===== src/rtl/rsp_s2_dma_pkg.sv =====
// ============================================================================
//  rsp_s2_dma_pkg
//  Shared state encoding and defaults for the RSP stage-2 DMA blocks.
//  Revision: 1.0
// ============================================================================
`default_nettype none

package rsp_s2_dma_pkg;

   localparam logic [1:0] IDLE  = 2'd0;
   localparam logic [1:0] ISSUE = 2'd1;
   localparam logic [1:0] HOLD  = 2'd2;

   localparam int BEAT_BYTES_DEF = 16;

endpackage

`default_nettype wire


===== src/rtl/rsp_s2_dma_beat_cnt.sv =====
// ============================================================================
//  rsp_s2_dma_beat_cnt
//  Load/clear/increment beat counter with a latched limit.
//  Flags when the next count equals that limit.
//  Revision: 1.0
// ============================================================================
`default_nettype none

module rsp_s2_dma_beat_cnt #(
   parameter int CNT_W = 16
) (
   input  logic             clk,
   input  logic             rst_n,
   input  logic             load,
   input  logic [CNT_W-1:0] load_limit,
   input  logic             clr,
   input  logic             inc,
   output logic             nxt_hit
);

   logic [CNT_W-1:0] r_cnt;
   logic [CNT_W-1:0] r_limit;
   logic [CNT_W-1:0] w_cnt_inc;

   assign w_cnt_inc = r_cnt + CNT_W'(1);

   // A zero limit means "no limit": it never produces a hit.
   assign nxt_hit = (r_limit != '0) && (w_cnt_inc == r_limit);

   always_ff @(posedge clk or negedge rst_n) begin
      if (!rst_n) begin
         r_cnt   <= '0;
         r_limit <= '0;
      end else if (load) begin
         r_cnt   <= '0;
         r_limit <= load_limit;
      end else if (clr) begin
         r_cnt   <= '0;
      end else if (inc) begin
         r_cnt   <= w_cnt_inc;
      end
   end

endmodule

`default_nettype wire


===== src/rtl/rsp_s2_dma_cnt.sv =====
// ============================================================================
//  rsp_s2_dma_cnt
//  Beat/address generator for the RSP stage-2 DMA read port.
//  Define RSP_S2_DMA_CNT_ERR_EN to add the sticky protocol-error output err.
//  Revision: 1.0
// ============================================================================
`default_nettype none

module rsp_s2_dma_cnt
   import rsp_s2_dma_pkg::*;
#(
   parameter int ADDR_W     = 32,
   parameter int CNT_W      = 16,
   parameter int BEAT_BYTES = BEAT_BYTES_DEF
) (
   input  logic              clk,
   input  logic              rst_n,
   input  logic              update,
   input  logic              resume,
   input  logic [ADDR_W-1:0] cfg_base_addr,
   input  logic [CNT_W-1:0]  cfg_pkt_len,
   input  logic [CNT_W-1:0]  cfg_total_len,
   output logic              rd_req,
   output logic [ADDR_W-1:0] rd_addr,
   input  logic              rd_ack,
   output logic              pcnt_finish,
   output logic              ccnt_finish,
   output logic              busy
`ifdef RSP_S2_DMA_CNT_ERR_EN
   ,
   output logic              err
`endif
);

   localparam logic [ADDR_W-1:0] c_BEAT_INC = ADDR_W'(BEAT_BYTES);

   logic [1:0]        r_state;
   logic [1:0]        w_state_nxt;
   logic [ADDR_W-1:0] r_addr;
   logic [ADDR_W-1:0] w_addr_nxt;
   logic              r_rd_req;
   logic              r_pfin;
   logic              r_cfin;
   logic              r_busy;
   logic              w_rd_req_nxt;
   logic              w_pfin_nxt;
   logic              w_cfin_nxt;
   logic              w_busy_nxt;

   logic              w_zero_len;
   logic              w_acc;
   logic              w_p_hit;
   logic              w_c_hit;
   logic              w_p_clr;

   assign w_zero_len = (cfg_total_len == '0);

   // update overrides everything, so an ack in the same cycle is discarded.
   assign w_acc   = (r_state == ISSUE) && rd_ack && !update;
   assign w_p_clr = w_acc && w_p_hit && !w_c_hit;

   rsp_s2_dma_beat_cnt #(
      .CNT_W      (CNT_W)
   ) u_pcnt (
      .clk        (clk),
      .rst_n      (rst_n),
      .load       (update),
      .load_limit (cfg_pkt_len),
      .clr        (w_p_clr),
      .inc        (w_acc),
      .nxt_hit    (w_p_hit)
   );

   rsp_s2_dma_beat_cnt #(
      .CNT_W      (CNT_W)
   ) u_ccnt (
      .clk        (clk),
      .rst_n      (rst_n),
      .load       (update),
      .load_limit (cfg_total_len),
      .clr        (1'b0),
      .inc        (w_acc),
      .nxt_hit    (w_c_hit)
   );

   always_ff @(posedge clk or negedge rst_n) begin
      if (!rst_n) begin
         r_state  <= IDLE;
         r_addr   <= '0;
         r_rd_req <= 1'b0;
         r_pfin   <= 1'b0;
         r_cfin   <= 1'b0;
         r_busy   <= 1'b0;
      end else begin
         r_state  <= w_state_nxt;
         r_addr   <= w_addr_nxt;
         r_rd_req <= w_rd_req_nxt;
         r_pfin   <= w_pfin_nxt;
         r_cfin   <= w_cfin_nxt;
         r_busy   <= w_busy_nxt;
      end
   end

   always_comb begin
      w_state_nxt = r_state;
      if (update) begin
         w_state_nxt = w_zero_len ? IDLE : ISSUE;
      end else begin
         case (r_state)
            IDLE: begin
               w_state_nxt = IDLE;
            end
            ISSUE: begin
               if (rd_ack) begin
                  if (w_c_hit) begin
                     w_state_nxt = IDLE;
                  end else if (w_p_hit) begin
                     w_state_nxt = HOLD;
                  end
               end
            end
            HOLD: begin
               if (resume) begin
                  w_state_nxt = ISSUE;
               end
            end
            default: begin
               w_state_nxt = IDLE;
            end
         endcase
      end
   end

   // Outputs are registered copies of next-cycle values, so the request
   // and busy flags always agree with the state they accompany.
   always_comb begin
      w_rd_req_nxt = (w_state_nxt == ISSUE);
      w_busy_nxt   = (w_state_nxt != IDLE);
      w_pfin_nxt   = w_acc && w_p_hit;
      w_cfin_nxt   = (update && w_zero_len) || (w_acc && w_c_hit);
      w_addr_nxt   = r_addr;
      if (update) begin
         w_addr_nxt = cfg_base_addr;
      end else if (w_acc) begin
         w_addr_nxt = r_addr + c_BEAT_INC;
      end
   end

   assign rd_req      = r_rd_req;
   assign rd_addr     = r_addr;
   assign pcnt_finish = r_pfin;
   assign ccnt_finish = r_cfin;
   assign busy        = r_busy;

`ifdef RSP_S2_DMA_CNT_ERR_EN
   logic r_err;
   logic w_err_set;

   assign w_err_set = (update && (r_state != IDLE))
                    || (resume && (r_state != HOLD))
                    || (rd_ack && !r_rd_req);

   always_ff @(posedge clk or negedge rst_n) begin
      if (!rst_n) begin
         r_err <= 1'b0;
      end else if (w_err_set) begin
         r_err <= 1'b1;
      end
   end

   assign err = r_err;
`endif

endmodule

`default_nettype wire


===== config.mk =====
export PLATFORM = sky130hd
export DESIGN_NAME = rsp_s2_dma_cnt
export DESIGN_NICKNAME = d
export VERILOG_FILES = /design/src/rtl/rsp_s2_dma_pkg.sv /design/src/rtl/rsp_s2_dma_beat_cnt.sv /design/src/rtl/rsp_s2_dma_cnt.sv
export SDC_FILE = /design/constraint.sdc
export NUM_CORES = 1
export LEC_CHECK = 0
export ABC_AREA = 1
export BUFFER_PORTS_ARGS = -buffer_cell sky130_fd_sc_hd__buf_4
export CORE_ASPECT_RATIO = 2
export CORE_MARGIN = 10
export CORE_UTILIZATION = 57
export DETAILED_ROUTE_END_ITERATION = 8
export PLACE_DENSITY_LB_ADDON = 0.15
export SYNTH_ARGS = -nofsm -noshare
export SYNTH_HDL_FRONTEND = slang
export SYNTH_SLANG_ARGS = --single-unit
export TNS_END_PERCENT = 20

===== constraint.sdc =====
create_clock -name clk -period 2.7 [get_ports clk]
set_input_delay 0.27 -clock clk [delete_from_list [all_inputs] [get_ports clk]]
set_output_delay 0.27 -clock clk [all_outputs]
set_load 0.01 [all_outputs]

==> results by group, run 1 <==
Run status
  – Outcome: complete, no violations

Pwr
  – Sw Ratio: 29.8%
  – Comb pwr share: 17.6%
  – Internal power: 0.00254 W
  – Psw: 0.00108 W
  – Clock share of power: 34.1%
  – LEAKAGE: 3.58 nW
  – Pwr dens: 483 nW/um2
  – Worst VDD drop: 0.396 mV
  – Register share of total power: 48.3%

Timing
  – Final Max Tran Viols: 0
  – Final min period: 2.46 ns
  – RSZ-0062 raised after global routing: no
  – Final WS setup: 0.243 ns
  – Fmax: 407 MHz
  – Tcrit/Tclk final: 91.0%
  – Slew of the pin with the lowest slew margin: 0.883 ns
  – Setup TNS: 0 ns
  – Final hold violations: 0
  – Setup Viol. Count Final: 0
  – Slew headroom: 41.2%
  – Layout Skew: 0.0100 ns

Finish
  – Diodes inserted: 0
  – Share of cells above drive strength 1: 16.8%
  – Area grow syn2layout: 19.8%
  – Final #Nets: 1,050

Global routing
  – Initial antenna violation count: 0
  – Pin count of the biggest net entering global routing: 93
  – First-pass GRT wire length: 31,000 um
  – Vias in the first global route: 6,653
  – Grt ovf: 0
  – Tot GR Track Use: 24.4%

Setup path
  – CP max FO: 4
  – CP startpoint kind: register
  – WP data arrival: 2.70 ns
  – CP required: 2.94 ns
  – R2r worst-path depth: 19
  – RR Endpoint: rd_req
  – Critical path class: reg2reg
  – Worst flop-to-flop path startpoint: u_pcnt.r_cnt[0]
  – CP Capture Type: register
  – Reg-to-reg slack, setup: 0.24 ns

Clock network
  – # clock sinks: 102
  – H-tree Lvls: 3
  – Worst skew pair latency: 0.35 ns
  – Clock-pin slew on the worst setup and hold paths: 0.07 ns
  – Bufs on Longest Clock Path: 2
  – Root buffer cell: clkbuf_16
  – CTS buffer count: 9
  – CTS tree: built
  – Post-CTS setup buffers: 0

Synthesis
  – Syn_nets: 948
  – Synth cell types: 40
  – Yosys warns: 0
  – Yosys reg bits: 102
  – Register area share after synthesis: 40.9%
  – Mapped Area: 6250 um2
  – Synth Area per Inst: 7.15 um2
  – Post-Synthesis Cells: 874

Placement
  – Placer congestion estimate: 0.986
  – Hpwl dp: 14,400 um
  – I/O Buffers: 104
  – Setup slack at placement: 0.330 ns

Worst hold path
  – Hold depth: 3
  – Hold path start: cfg_base_addr[2]
  – Worst hold path class: in2reg
  – Hold endpoint: rd_addr[2]

Routing
  – DRC: 0
  – Routed vias/inst: 5.64
  – Initial drt markers: 456
  – Final ANT Viol Nets: 0
  – Via count: 6,328
  – DRT Pass-1 Iters: 7
  – Drt total wl: 18,700 um
  – Wirelength per Cell: 16.7 um

Floorplan
  – Row count: 54
  – Die width: 94.0 um
  – Die Ht: 168 um
  – Initial core utilization: 57.8%
  – Die area: 15,800 um2
  – CORE AREA: 10,800 um2
  – Ports: 105

Flow run
  – MaxCap Viol Count: 0
## critical path, stage by stage, from the launching register on
cell	delay, ns
dfrtp_1	0.43
ha_1	0.27
nand3_1	0.16
nand2_1	0.13
nand2_1	0.09
nand2_1	0.06
nand2_1	0.09
nand2_1	0.07
inv_1	0.05
nand2_1	0.05
nor2_1	0.16
nand3_1	0.10
nor2_1	0.25
nand2_1	0.10
nand2_1	0.08
nand2_1	0.05
nand2_1	0.06
nand2_2	0.06
inv_2	0.06
a21oi_2	0.04
## cell families (layout without fill, tap and decap cells)
kind of cell,count (synthesis),in the layout,synth area share (%)
AOI/OAI and AO/OA,99,99,9.62
xor gates and xnor gates,29,29,4.29
adders and majority gates,5,5,1.00
buffers and inverters,128,235,7.85
DFF,102,102,40.9
and+or+nand+nor,511,511,36.4
## registers in the layout, summed over array words and instances, names as in the netlist
register,cells
rd_addr,32
u_ccnt.r_cnt,16
u_ccnt.r_limit,16
u_pcnt.r_cnt,16
u_pcnt.r_limit,16
r_state,2
busy,1
ccnt_finish,1
pcnt_finish,1
rd_req,1
## routing by layer
layer	global-route usage, %	up-vias	wire [um]
met5	0	-	0
met4	13.8	0	996
met3	5.66	76	1000
met2	43.6	249	10000
met1	24.8	2945	6690
li1	-	3058	-
## how the worst max path moves through the flow
stage                       end             from  slack [ns]
global route             rd_req  u_pcnt.r_cnt[0]        0.01
detailed placement       rd_req  u_pcnt.r_cnt[0]        0.33
finish                   rd_req  u_pcnt.r_cnt[0]        0.24
floorplan           rd_addr[28]       rd_addr[4]        0.65
CTS                      rd_req  u_pcnt.r_cnt[0]        0.29
global placement         rd_req  u_pcnt.r_cnt[0]        0.37
## per-stage QoR
stage                     area [um2]  power [W]  util [%]  std cells  hold slack [ns]
final                           7480    0.00362      69.2       1121            0.113
after global routing            7480    0.00377      69.2       1121            0.115
after CTS                       7480    0.00364      69.2       1121            0.105
after detailed placement        7190    0.00241      66.5       1104            0.364
after global placement          7190    0.00240      66.5       1104            0.374
after floorplan                 6250    0.00208         -        874          -0.0256
## cell type report
cell class | count | area [um2]
Fill cell | 946 | 3330
Multi-Input combinational cell | 644 | 3210
Sequential cell | 102 | 2550
Timing Repair Buffer | 113 | 863
Inverter | 106 | 407
Clock buffer | 10 | 229
Tap cell | 140 | 175
Clock inverter | 6 | 47.5
## cell usage in the layout, fill, tap and decap left out, types with 2 or more instances in the layout
| cell | synthesis | layout |
|---|---|---|
| xor2_1 | 18 | 18 |
| clkbuf_16 | 0 | 9 |
| nand3_1 | 106 | 106 |
| nand2_2 | 5 | 5 |
| nand3_2 | 4 | 4 |
| clkinvlp_4 | 0 | 3 |
| nor2_4 | 7 | 7 |
| o211ai_1 | 10 | 10 |
| o22ai_1 | 13 | 13 |
| nand4_1 | 24 | 24 |
| inv_2 | 3 | 3 |
| xnor2_1 | 10 | 10 |
| o21ai_1 | 10 | 10 |
| a21oi_1 | 10 | 10 |
| o21ai_0 | 45 | 45 |
| and3_1 | 2 | 2 |
| nor3_1 | 6 | 6 |
| ha_1 | 5 | 5 |
| buf_4 | 0 | 111 |
| nor2_1 | 62 | 60 |
| nor2_2 | 4 | 6 |
| clkinv_2 | 1 | 2 |
| nand2_1 | 277 | 277 |
| inv_1 | 100 | 100 |
| o22ai_2 | 7 | 7 |
| inv_8 | 1 | 2 |
| nor4_1 | 8 | 8 |
| dfrtp_1 | 102 | 102 |
## cells in the mapped netlist (all sizes together)
library cell / instances / area share (%)
nand2: 283 / 17
nand3: 110 / 9.1
inv: 104 / 6.4
dfrtp: 102 / 41
nor2: 73 / 5.4
o21ai: 55 / 4.4
nand4: 24 / 2.4
o22ai: 20 / 2.7
xor2: 18 / 2.5
clkbuf: 17 / 1.0
a21oi: 11 / 0.94
o211ai: 10 / 1.2
xnor2: 10 / 1.4
nor4: 9 / 1.0
nor3: 6 / 0.48
buf: 5 / 0.32
ha: 5 / 1.0
and3: 2 / 0.20
clkinv: 2 / 0.14
a31oi: 1 / 0.10
and2: 1 / 0.10
nand3b: 1 / 0.12
nor3b: 1 / 0.12
o21a: 1 / 0.12
o221ai: 1 / 0.14
or2: 1 / 0.10
xnor3: 1 / 0.36
## repair_timing
action | in CTS | in global routing
gates resized for setup | 0 | 1
hold endpoints to repair | 26 | 0
hold buffers | 1 | 0
endpoints found under the setup margin | 0 | 3
## power groups by stage
stage	registers, W	logic [W]	clock network [W]
2_1_floorplan	0.00177	0.000308	0
3_3_place_gp	0.00177	0.000632	0
3_5_place_dp	0.00177	0.000640	0
4_1_cts	0.00174	0.000643	0.00125
5_1_grt	0.00176	0.000713	0.00130
6_report	0.00175	0.000637	0.00123
(Power assumes the default switching activity.)
==> run 2: changes to the inputs <==
Settings changed: CORE_MARGIN 10 to not set, PLACE_DENSITY set to 0.9, PLACE_DENSITY_LB_ADDON 0.15 to not set.
==> run 2 against run 1 <==
  * Routed wire length shrank 5.0%
  * Die area down 28%
  * Maximum frequency increased by 4.1%
  * Sequential share of layout area is 0.18 points lower
  * Combinational power is essentially flat
  * Count of clock-buffer cells in the layout unchanged
  * Cell count fell by 0.18%
  * Register-to-register slack better by 0.097 ns
  * Global-route usage rose by 8.2 points
  * Sequential cell count unchanged
==> results by group, run 2 (same netlist as run 1, synthesis figures left out) <==
Routing
  – Wirelength per Cell: 15.9 um (-4.8%)
  – Final ANT Viol Nets: 0 (unchanged)
  – DRC: 0 (unchanged)
  – DRT Pass-1 Iters: 5 (-2)
  – Initial drt markers: 538 (+18%)
  – Routed vias/inst: 5.82 (+3.1%)
  – Drt total wl: 17,800 um (-5.0%)
  – Via count: 6,512 (+2.9%)

Clock network
  – Clock-pin slew on the worst setup and hold paths: 0.07 ns (about the same)
  – CTS buffer count: 9 (unchanged)
  – Root buffer cell: clkbuf_16
  – CTS tree: built
  – Worst skew pair latency: 0.35 ns (about the same)
  – H-tree Lvls: 3 (unchanged)
  – # clock sinks: 102 (unchanged)
  – Post-cts resize count: 0 (unchanged)
  – Bufs on Longest Clock Path: 2 (unchanged)

Finish
  – Diodes inserted: 0 (unchanged)
  – Cell area after layout: 7520 um2 (+0.54%)
  – Most frequent cells in the layout: nand2_1 (277), buf_4 (112), nand3_1 (106)
  – Most common cell after layout, fill and taps aside: nand2_1
  – Final #Nets: 1,051 (+0.095%)
  – Fin cells: 1,119 (-0.18%)
  – Sequential standard cell area: 2550 um2 (unchanged)
  – Largest register FFs: 32 (unchanged)
  – Area of the multi-input gates: 3210 um2 (about the same)
  – Area grow syn2layout: 20.4%
  – Fill cells: 852 (-9.9%)
  – Share of cells above drive strength 1: 16.9% (+0.085 points)

Placement
  – Hpwl dp: 13,000 um (-9.7%)
  – Placed cell area: 7200 um2 (about the same)
  – Placer congestion estimate: 0.948 (-3.8%)
  – I/O Buffers: 104 (unchanged)
  – Setup slack at placement: 0.407 ns (+0.0765 ns)
  – Dpl cells: 1,102 (-0.18%)

Timing
  – Slew headroom: 62.0% (+21 points)
  – Final min period: 2.36 ns (-0.0967 ns)
  – Final Max Tran Viols: 0 (unchanged)
  – Final WS setup: 0.340 ns (+0.0967 ns)
  – Setup Viol. Count Final: 0 (unchanged)
  – RSZ-0062 raised after global routing: no
  – Setup TNS: 0 ns (unchanged)
  – Layout Skew: 0.00884 ns (-0.00118 ns)
  – Tcrit/Tclk final: 87.4% (-3.6 points)
  – Fmax: 424 MHz (+4.1%)
  – Final hold violations: 0 (unchanged)
  – Slew of the pin with the lowest slew margin: 0.569 ns (-0.314 ns)

Setup path
  – CP startpoint kind: register
  – WP data arrival: 2.59 ns (-0.11 ns)
  – CP max FO: 9 (+5)
  – CP Capture Type: register
  – Critical path class: reg2reg
  – CP required: 2.93 ns (about the same)

Floorplan
  – Die width: 76.0 um (-19%)
  – Row count: 53 (-1.9%)
  – Die Ht: 150 um (-11%)
  – CORE AREA: 10,600 um2 (-1.9%)
  – Initial core utilization: 58.9% (+1.1 points)
  – Die area: 11,400 um2 (-28%)
  – Ports: 105 (unchanged)

Global routing
  – Vias in the first global route: 6,451 (-3.0%)
  – First-pass GRT wire length: 29,200 um (-5.8%)
  – Initial antenna violation count: 0 (unchanged)
  – Tot GR Track Use: 32.6% (+8.2 points)
  – Grt ovf: 0 (unchanged)
  – Pin count of the biggest net entering global routing: 63 (-32%)

Run status
  – Outcome: complete, no violations

Pwr
  – Worst VDD drop: 0.420 mV (+6.2%)
  – LEAKAGE: 3.61 nW (+0.96%)
  – Pwr dens: 501 nW/um2 (+3.6%)

Flow run
  – MaxCap Viol Count: 0 (unchanged)

Worst hold path
  – Worst hold path class: in2reg
run 2: layer usage:
metal / vias up / wire (um) / global-route usage, %
li1: 3069 / - / -
met1: 3058 / 6380 / 34.9
met2: 301 / 9380 / 58.7
met3: 84 / 1080 / 6.40
met4: 0 / 950 / 20.3
met5: - / 0 / 0
run 2: worst max-delay path, stage by stage, from the launching register on:
cell and delay [ns]:
dfrtp_1 0.42, ha_1 0.25, nand2_2 0.12, nor2_4 0.19, nand3_1 0.13, nand3_1 0.13
nand3_1 0.12, a21oi_1 0.13, nand4_1 0.09, nor2_1 0.12, nand2_1 0.09, nor2_4 0.12
nand2_4 0.12, inv_8 0.12, o22ai_1 0.07
run 2: cell type report:
type	count	area share (%)
multi-input cells	644	42.6
well taps	137	2.28
clock inverters	6	1.01
flip-flops and latches	102	33.9
inverters	106	5.41
repair buffers	114	11.6
clock buffers	10	3.18
run 2: repair_timing:
item                                    CTS  global route
endpoints found under the hold margin    32             0
hold buffers                              1             0
endpoints found under the setup margin    0             0
buffers inserted                          0             0
run 2: path summary, 6_finish.rpt:
path / from / end / slack, ns / depth (start not counted)
max reg2reg: u_pcnt.r_cnt[0] / u_pcnt.r_cnt[2] / 0.34 / 14
min in group asynchronous: rst_n / rd_addr[28] / 0.41 / 2
min: cfg_base_addr[1] / rd_addr[1] / 0.12 / 3
max in group asynchronous: rst_n / u_ccnt.r_cnt[8] / 1.55 / 3
min reg2reg: rd_addr[1] / rd_addr[1] / 0.48 / 2
max: u_pcnt.r_cnt[0] / u_pcnt.r_cnt[2] / 0.34 / 14
run 2: per-stage QoR:
step / hold WS [ns] / total power (W) / utilization, %
3_5_place_dp: 0.256 / 0.00240 / 67.8
2_1_floorplan: -0.0256 / 0.00208 / -
5_1_grt: 0.115 / 0.00392 / 70.9
3_3_place_gp: 0.250 / 0.00239 / 67.8
6_report: 0.116 / 0.00377 / 70.9
4_1_cts: 0.112 / 0.00376 / 70.9
run 2: power breakdown:
group / total, W / leakage [nW] / switching (W) / internal [W]
clock: 0.00138 / 0.156 / 0.000617 / 0.000761
sequential: 0.00175 / 1.29 / 0.000121 / 0.00163
combinational: 0.000639 / 2.16 / 0.000364 / 0.000275
==> run 3: changes to the inputs <==
Settings changed: ABC_AREA 1 to not set, CORE_ASPECT_RATIO 2 to 0.6.
==> run 3 against run 2 <==
  * The flow now finishes with violations (negative setup slack)
  * Setup slack lost 0.36 ns
  * Sequential power is essentially flat
  * Global-route usage shrank 0.93 points
  * Power shrank 0.30%
  * First-iteration DRC count grew 18%
  * Utilization grew 4.6 points
  * Worst hold slack lost 0.0089 ns
  * Critical path type unchanged
  * Critical endpoint is now u_pcnt.r_cnt[1]
==> results by group, run 3 <==
Run status
  – Outcome: finished with violations
  – Failing checks: negative setup slack

Synthesis
  – Post-Synthesis Cells: 649 (-26%)
  – EDFF count, synth: 0 (unchanged)
  – Synth cell count leaders: dfrtp_1 (102), nand2_1 (78), nor2_1 (52)
  – Mapped Area: 6130 um2 (-1.8%)
  – Asr flop ratio synth: 100% (unchanged)
  – Synth Area per Inst: 9.45 um2 (+32%)
  – Top-area cell type share of the netlist area: 41.6% (+0.76 points)
  – Syn_nets: 723 (-24%)
  – Register area share after synthesis: 41.6% (+0.76 points)
  – Synth top area cells: dfrtp_1 (42%), mux2_2 (6.4%), xnor2_1 (5.6%), xor2_1 (5.1%), nand2_1 (4.8%)
  – Yosys warns: 0 (unchanged)
  – Biggest area consumer among synthesized cells: dfrtp_1
  – Yosys reg bits: 102 (unchanged)
  – Most used DFF post-synth: dfrtp_1
  – Count leader, synth: dfrtp_1
  – Synth cell types: 64 (+60%)

Pwr
  – Pwr dens: 490 nW/um2 (-2.2%)
  – LEAKAGE: 3.27 nW (-9.6%)
  – Tot Pwr: 0.00376 W (-0.30%)
  – Worst VDD drop: 0.365 mV (-13%)

Global routing
  – Tot GR Track Use: 31.7% (-0.93 points)
  – Vias in the first global route: 5,283 (-18%)
  – Pin count of the biggest net entering global routing: 128 (+100%)
  – Initial antenna violation count: 0 (unchanged)
  – First-pass GRT wire length: 26,900 um (-8.0%)
  – Grt ovf: 0 (unchanged)

Finish
  – Diodes inserted: 0 (unchanged)
  – Final #Nets: 841 (-20%)
  – Area grow syn2layout: 25.1%
  – Sequential standard cell area: 2560 um2 (+0.29%)
  – Share of cells above drive strength 1: 30.7% (+14 points)
  – Most frequent cells in the layout: buf_4 (137), dfrtp_1 (96), nand2_1 (78)
  – Most common cell after layout, fill and taps aside: buf_4
  – Fill cells: 681 (-20%)
  – Area of the multi-input gates: 3490 um2 (+8.9%)
  – Largest register FFs: 32 (unchanged)
  – Post-layout util: 75.5% (+4.6 points)

Timing
  – Hold_ws: 0.107 ns (-0.00890 ns)
  – Final Max Tran Viols: 0 (unchanged)
  – Setup TNS: -0.0263 ns (-0.0263 ns)
  – Slew of the pin with the lowest slew margin: 0.867 ns (+0.298 ns)
  – Slew headroom: 41.7% (-20 points)
  – Layout Skew: 0.0138 ns (+0.00495 ns)
  – Final min period: 2.72 ns (+0.358 ns)
  – Final hold violations: 0 (unchanged)
  – Final WS setup: -0.0183 ns (-0.358 ns)
  – Tcrit/Tclk final: 101% (+13 points)
  – Fmax: 368 MHz (-13%)
  – Setup Viol. Count Final: 2 (+2)
  – RSZ-0062 raised after global routing: yes

Clock network
  – Clock-pin slew on the worst setup and hold paths: 0.08 ns (about the same)
  – CTS tree: built
  – # clock sinks: 102 (unchanged)
  – Root buffer cell: clkbuf_16
  – H-tree Lvls: 3 (unchanged)
  – CTS buffer count: 9 (unchanged)
  – Worst skew pair latency: 0.36 ns (about the same)
  – Bufs on Longest Clock Path: 2 (unchanged)

Floorplan
  – Die width: 136 um (+79%)
  – Ports: 105 (unchanged)
  – Row count: 28 (-47%)
  – Die area: 11,200 um2 (-1.9%)
  – Die Ht: 82.3 um (-45%)
  – Initial core utilization: 60.4% (+1.5 points)
  – CORE AREA: 10,200 um2 (-4.2%)

Routing
  – Final ANT Viol Nets: 0 (unchanged)
  – Drt total wl: 17,400 um (-2.1%)
  – Wirelength per Cell: 19.2 um (+21%)
  – DRT Pass-1 Iters: 5 (unchanged)
  – DRC: 0 (unchanged)
  – Via count: 5,722 (-12%)
  – Routed vias/inst: 6.31 (+8.4%)
  – Initial drt markers: 635 (+18%)

Setup path
  – WP data arrival: 3.00 ns (+0.41 ns)
  – CP startpoint kind: register
  – R2r worst-path depth: 9 (-5)
  – CP max FO: 10 (+1)
  – Critical path class: reg2reg
  – CP required: 2.98 ns (+0.05 ns)
  – CP Capture Type: register

Flow run
  – MaxCap Viol Count: 0 (unchanged)

Placement
  – I/O Buffers: 104 (unchanged)
  – Setup slack at placement: -0.0305 ns (-0.437 ns)
  – Hpwl dp: 12,400 um (-5.0%)
  – Placer congestion estimate: 0.912 (-3.8%)

Worst hold path
  – Worst hold path class: in2reg
  – Hold depth: 3 (unchanged)
==> run 3: cell types whose count changed in the layout (fill, tap and decap cells not counted), moves of 10 or more <==
cell and change:
buf_4 +25, inv_1 -87, mux2_2 +35, nand2_1 -199, nand3_1 -88, nor2b_1 +10, nor3_1 +11, o22ai_1 -11
xnor2_1 +27, xor2_1 +18
==> run 3: critical path, stage by stage (launching register included) <==
cell	delay (ns)
dfrtp_2	0.48
inv_1	0.14
or3_1	0.48
buf_4	0.19
a211oi_1	0.40
nor2_1	0.17
o311ai_4	0.35
buf_6	0.19
nand3_2	0.08
a21oi_1	0.15
==> run 3: path summary, 6_finish.rpt <==
kind,to,from,slack (ns)
max,u_pcnt.r_cnt[1],u_ccnt.r_cnt[3],-0.02
max reg2reg,u_pcnt.r_cnt[1],u_ccnt.r_cnt[3],-0.02
min in group asynchronous,rd_addr[3],rst_n,0.49
min,rd_addr[5],cfg_base_addr[5],0.11
min reg2reg,rd_addr[3],rd_addr[3],0.51
max in group asynchronous,u_ccnt.r_cnt[9],rst_n,1.44
==> run 3: cells by family (layout without fill, tap and decap cells) <==
family          Yosys count  in the layout  share of synthesized area [%]
compound gates          109            109                           11.7
simple gates            269            269                           23.2
xor+xnor                 77             77                           11.5
fa+ha+maj                 5              5                           1.02
buf+inv                  48            171                           3.92
flops                   102            102                           41.6
mux                      39             39                           7.08
==> run 3: cell type report <==
cell class,count,area share [%]
clock buffer,10,2.98
clock inverter,6,0.962
inverter,13,0.636
multi-input combinational,499,45.5
sequential,102,33.4
tap,135,2.20
timing repair buffer,142,14.4
==> run 3: layer usage <==
| layer | track usage [%] | up-vias | wire length (um) |
|---|---|---|---|
| met5 | 0 | - | 0 |
| met4 | 8.89 | 0 | 293 |
| met3 | 8.06 | 35 | 1650 |
| met2 | 49.6 | 332 | 7900 |
| met1 | 43.8 | 2790 | 7590 |
| li1 | - | 2565 | - |
==> run 3: report_power, final <==
part           switching, W  leakage [nW]  internal (W)
Combinational      0.000314          1.85      0.000321
Clock              0.000623         0.148      0.000735
Sequential         0.000134          1.27       0.00163
Total               0.00107          3.27       0.00269
==> run 3: timing repair <==
item                       in CTS  in global routing
hold buffers                    1                  0
gates cloned                    0                  1
pin swaps                       0                  8
setup buffers                   0                  5
resized for setup               3                 39
hold endpoints to repair        1                  0
setup endpoints to repair      10                 21
==> run 3: metrics by stage <==
stage | cells | cell area [um2]
global route | 907 | 7670
global placement | 884 | 7150
finish | 907 | 7670
detailed placement | 884 | 7150
CTS | 901 | 7470
floorplan | 649 | 6130
